<file path="config.mk">
export PLATFORM = sky130hd
export DESIGN_NAME = spi_master_ctrl
export DESIGN_NICKNAME = d
export VERILOG_FILES = /design/src/rtl/spi_pkg.sv /design/src/rtl/spi_clk_div.sv /design/src/rtl/spi_master_ctrl.sv
export SDC_FILE = /design/constraint.sdc
export NUM_CORES = 1
export LEC_CHECK = 0
export BUFFER_PORTS_ARGS = -buffer_cell sky130_fd_sc_hd__buf_2
export CORE_ASPECT_RATIO = 0.6
export CORE_MARGIN = 10
export CORE_UTILIZATION = 57
export CTS_CLUSTER_SIZE = 14
export DETAILED_ROUTE_END_ITERATION = 8
export GPL_TIMING_DRIVEN = 0
export PLACE_DENSITY_LB_ADDON = 0.08
export SETUP_SLACK_MARGIN = 0.02
export SLEW_MARGIN = 20
export SYNTH_ARGS = -nofsm -noshare
export SYNTH_HDL_FRONTEND = slang
export SYNTH_SLANG_ARGS = --single-unit
</file>
<file path="constraint.sdc">
create_clock -name clk -period 4.4 [get_ports clk]
set_input_delay 0.88 -clock clk [delete_from_list [all_inputs] [get_ports clk]]
set_output_delay 0.88 -clock clk [all_outputs]
set_load 0.02 [all_outputs]
</file>
<file path="src/rtl/spi_pkg.sv">
// spi_pkg: shared definitions for the SPI master controller.
//   state_t            FSM state encoding (IDLE, SETUP, TRANSFER, HOLD, DONE)
//   DATA_W_DEFAULT     default transfer length in bits
//   DIV_LOG2_DEFAULT   default log2 of the SCLK half-period in clk cycles
package spi_pkg;

   localparam int DATA_W_DEFAULT   = 8;
   localparam int DIV_LOG2_DEFAULT = 4;

   typedef enum logic [2:0] {
      IDLE,
      SETUP,
      TRANSFER,
      HOLD,
      DONE
   } state_t;

endpackage

</file>
<file path="src/rtl/spi_clk_div.sv">
// spi_clk_div: half-period tick generator for the SPI master.
//   clk    in   system clock (rising edge)
//   reset  in   synchronous active-high reset
//   clear  in   holds the counter at zero while asserted
//   tick   out  high for one cycle when the counter equals 2^DIV_LOG2 - 1
module spi_clk_div
   import spi_pkg::*;
#(
   parameter int DIV_LOG2 = DIV_LOG2_DEFAULT
) (
   input  logic clk,
   input  logic reset,
   input  logic clear,
   output logic tick
);

   logic [DIV_LOG2-1:0] count;

   // Counter width equals log2 of the half-period, so the natural
   // roll-over after the all-ones value is the wrap to zero.
   always_ff @(posedge clk) begin
      if (reset || clear) begin
         count <= '0;
      end else begin
         count <= count + 1'b1;
      end
   end

   assign tick = &count;

endmodule

</file>
<file path="src/rtl/spi_master_ctrl.sv">
// spi_master_ctrl: single-word SPI master, mode 0, MSB first.
//   clk, reset       system clock, synchronous active-high reset
//   start, tx_data   transfer request (IDLE only) and word to send
//   busy, done       transfer in progress / one-cycle completion pulse
//   rx_data          last received word, held until the next done
//   spi_sclk, spi_mosi, spi_miso, spi_cs_n   SPI bus
module spi_master_ctrl
   import spi_pkg::*;
#(
   parameter int DATA_W   = DATA_W_DEFAULT,
   parameter int DIV_LOG2 = DIV_LOG2_DEFAULT
) (
   input  logic              clk,
   input  logic              reset,
   input  logic              start,
   input  logic [DATA_W-1:0] tx_data,
   output logic              busy,
   output logic              done,
   output logic [DATA_W-1:0] rx_data,
   output logic              spi_sclk,
   output logic              spi_mosi,
   input  logic              spi_miso,
   output logic              spi_cs_n
);

   localparam int EDGES = 2 * DATA_W;
   localparam int EW    = $clog2(EDGES) + 1;

   state_t            state;
   logic [DATA_W-1:0] tx_sr;
   logic [DATA_W-1:0] rx_sr;
   logic [DATA_W-1:0] tx_next;
   logic [DATA_W-1:0] rx_next;
   logic [EW-1:0]     edge_cnt;
   logic              tick;
   logic              div_clear;

   // Divider is held at zero throughout IDLE, so it starts from zero in
   // the first SETUP cycle.
   assign div_clear = (state == IDLE);

   spi_clk_div #(
      .DIV_LOG2(DIV_LOG2)
   ) u_clk_div (
      .clk   (clk),
      .reset (reset),
      .clear (div_clear),
      .tick  (tick)
   );

   always_comb begin
      tx_next = tx_sr << 1;
      rx_next = (rx_sr << 1) | DATA_W'(spi_miso);
   end

   always_ff @(posedge clk) begin
      if (reset) begin
         state    <= IDLE;
         tx_sr    <= '0;
         rx_sr    <= '0;
         edge_cnt <= '0;
         busy     <= 1'b0;
         done     <= 1'b0;
         rx_data  <= '0;
         spi_sclk <= 1'b0;
         spi_mosi <= 1'b0;
         spi_cs_n <= 1'b1;
      end else begin
         done <= 1'b0;
         case (state)
            IDLE: begin
               spi_cs_n <= 1'b1;
               spi_sclk <= 1'b0;
               spi_mosi <= 1'b0;
               busy     <= 1'b0;
               if (start) begin
                  tx_sr    <= tx_data;
                  edge_cnt <= '0;
                  spi_cs_n <= 1'b0;
                  spi_mosi <= tx_data[DATA_W-1];
                  busy     <= 1'b1;
                  state    <= SETUP;
               end
            end
            SETUP: begin
               if (tick) begin
                  state <= TRANSFER;
               end
            end
            TRANSFER: begin
               if (tick) begin
                  spi_sclk <= ~spi_sclk;
                  if (!spi_sclk) begin
                     // rising edge: capture slave data
                     rx_sr <= rx_next;
                  end else begin
                     // falling edge: present the next bit
                     tx_sr    <= tx_next;
                     spi_mosi <= tx_next[DATA_W-1];
                  end
                  edge_cnt <= edge_cnt + 1'b1;
                  if (edge_cnt == EW'(EDGES - 1)) begin
                     state <= HOLD;
                  end
               end
            end
            HOLD: begin
               if (tick) begin
                  spi_cs_n <= 1'b1;
                  done     <= 1'b1;
                  rx_data  <= rx_sr;
                  state    <= DONE;
               end
            end
            DONE: begin
               busy     <= 1'b0;
               spi_mosi <= 1'b0;
               state    <= IDLE;
            end
            default: begin
               state <= IDLE;
            end
         endcase
      end
   end

endmodule

</file>
==> reports/qor.csv <==
metric,value,unit
area delta synth->final,13.7,%
Sink Count,40,
Syn Inst Count,203,
Mapped Area,0.00179,sq mm
number of global-route vias before repair,1516,
post-synthesis cell type count,43,
global-route wire length before repair,7620,microns
share of layout cells above drive strength 1,0.163,
hold crit path type,flop to flop,
synthesized flop and latch total,40,
slew margin rel.,0.656,
ratio of final minimum period to clock period,0.463,
Setup TNS Final,0,ps
DR pass1 iterations,5,
"Non-Filler Cell Area, Final",0.00204,sq mm
"Primary FF master, synth",dfxtp_1,
initial core utilization,0.608,
vias,1708,
Die Ht,63.4,microns
"most common cell after layout, fill and taps aside",dfxtp_1,
startpoint type of the worst setup path,flop,
largest net degree at the start of global routing,12,
"EDFF count, synth",0,
Hold Buf Count CTS,0,
Crit Path Category,flop to flop,
max_cap viols,0,
ys async rst share,0,
Buf/Inv on CP,2,
Setup WS pre-CTS,2160,ps
Post-Synth Simple-Gate Area,0.198,
Clock Tree Buf Depth,2,
crit path max-delay cell type,clkbuf_1,
DIE WIDTH,92.4,microns
Core Box Area,0.00295,sq mm
row count,15,
RSZ-0062 raised after global routing,false,
Synthesized Nets,218,
Worst-path clk slew,70,ps
post-synthesis adder-cell area fraction,0.0209,
Final min period,2040,ps
Crit. End Element,flop,
diode count,0,
crit-path max FO,10,
Port Buffers,23,
placed cell areas,0.00196,sq mm
crit-path cells,ha_1 > nand3_1 > clkbuf_1 > clkbuf_1 > o211ai_1 > a21oi_1,
Final setup viols,0,
nets,248,
post-synthesis mux area share,0.0391,
Worst EP required,4620,ps
WL final,4660,microns
clock latency on the worst-skew pair,290,ps
yosys warns,0,
# IOs,25,
Setup Skew,3.65,ps
GRT Util Overall,0.156,
xor/xnor share of the synthesized area,0.0147,
Final ANT Viol Nets,0,
worst path arrival time,2250,ps
Final Max Tran Viols,0,
initial antenna violation count,0,
CTS tree,built,
final estimated routing congestion in global placement,0.870,
post-CTS sizing,0,
Static Leakage,0.765,nW
DRC,0,
largest delay contributor family on the critical path,buffers and inverters,
CTS Root Cell,clkbuf_8,
largest vdd supply drop,244,uV
die area,0.00586,sq mm
total gr overflow,0,
DPL Wire Length,3320,microns
overall power,646,uW
Syn Area/Cell,8.83,sq um
Slew @ Worst Pin,516,ps
Final Hold Fails,0,
Post-CTS Setup Bufs,0,
CP most frequent cell,clkbuf_1,
drt wl/cell,16.9,microns
post-route setup slack,2360,ps
Synth Area in Compound Gates,0.222,
vias per cell,6.21,
Max Fclk,0.491,GHz
power per cell area,317,mW/mm^2
status,completed,
TritonCTS Buffers,5,
most frequent cells in the layout,"40 x dfxtp_1, 26 x buf_2, 20 x a21oi_1, 18 x nand3_1, 17 x clkbuf_1",
largest family of logic cells by synthesized area,compound AO/OA/AOI/OAI gates,
register area share after synthesis,0.447,
first-iteration detailed-routing DRC count,181,
H-tree depth,2,
CP peak stage delay,440,ps
[area by class of cell]
| cell class | count | area (sq um) |
|---|---|---|
| multi-input combinational | 137 | 886 |
| buffer | 21 | 86.3 |
| fill | 241 | 910 |
| sequential | 40 | 801 |
| inverter | 5 | 18.8 |
| timing repair buffer | 23 | 115 |
| tap | 42 | 52.6 |
| clock inverter | 1 | 5.00 |
| clock buffer | 6 | 72.6 |
[power by group]
part	switching (mW)	internal [mW]
logic	0.0256	0.0171
registers	0.00602	0.370
clock network	0.119	0.108
[layer usage]
metal  track usage  vias to the layer above  wire, microns
met5             0                        -              0
li1              -                      820              -
met2         0.221                       86           2020
met1         0.222                      795           2170
met3        0.0461                        7            425
met4        0.0402                        0             38
[state kept, by name, indices dropped and copies added (netlist names)]
| name | count |
|---|---|
| edge_cnt | 5 |
| done | 1 |
| tx_sr | 7 |
| rx_data | 8 |
| spi_sclk | 1 |
| state | 3 |
| busy | 1 |
| rx_sr | 8 |
| spi_mosi | 1 |
| u_clk_div.count | 4 |
| spi_cs_n | 1 |
[Yosys cell counts, types with 2 or more instances]
library cell / number / area, sq um
mux2i_1: 7 / 70.1
a211oi_1: 3 / 22.5
inv_1: 4 / 15.0
o211ai_1: 3 / 22.5
and3_1: 2 / 12.5
nand3_1: 18 / 90.1
or3_1: 3 / 18.8
nor3_1: 4 / 20.0
dfxtp_1: 40 / 801
o21ai_0: 12 / 60.1
nand4_1: 11 / 68.8
ha_1: 3 / 37.5
a221oi_1: 6 / 52.6
a31oi_1: 2 / 12.5
clkbuf_1: 16 / 60.1
o31ai_1: 9 / 67.6
a21oi_1: 20 / 100
nor2_1: 11 / 41.3
buf_2: 3 / 15.0
xor2_1: 2 / 17.5
a311oi_1: 2 / 17.5
[logic make-up (layout without fill, tap and decap cells)]
family,Yosys count,count (layout)
adder cells (fa/ha/maj),3,3
XOR/XNOR,3,3
AND/OR/NAND/NOR,62,62
flip-flops,40,40
AO/OA/AOI/OAI,62,62
multiplexers,7,7
buffers and inverters,26,56
[per-stage QoR]
stage	hold WS [ps]	cells	utilization
3_5_place_dp	463	268	0.665
5_1_grt	502	275	0.691
4_1_cts	476	275	0.691
6_report	475	275	0.691
3_3_place_gp	458	268	0.665
2_1_floorplan	437	203	-
[worst min-delay path, delay by kind of cell, from the launching register on]
kind,cells,cell delay [ps]
compound gates,2,120
flops,1,310
[path summary, 6_finish.rpt]
kind | cells past startpoint | slack, ps | startpoint | endpoint
min reg2reg | 2 | 480 | rx_data[5]$_SDFFE_PP0P_ | rx_data[5]$_SDFFE_PP0P_
max reg2reg | 6 | 2360 | u_clk_div.count[0]$_SDFF_PP0_ | edge_cnt[1]$_SDFFE_PP0P_
max | 6 | 2360 | u_clk_div.count[0]$_SDFF_PP0_ | edge_cnt[1]$_SDFFE_PP0P_
min | 2 | 480 | rx_data[5]$_SDFFE_PP0P_ | rx_data[5]$_SDFFE_PP0P_
Note: power is estimated with default switching activity, not from simulation.
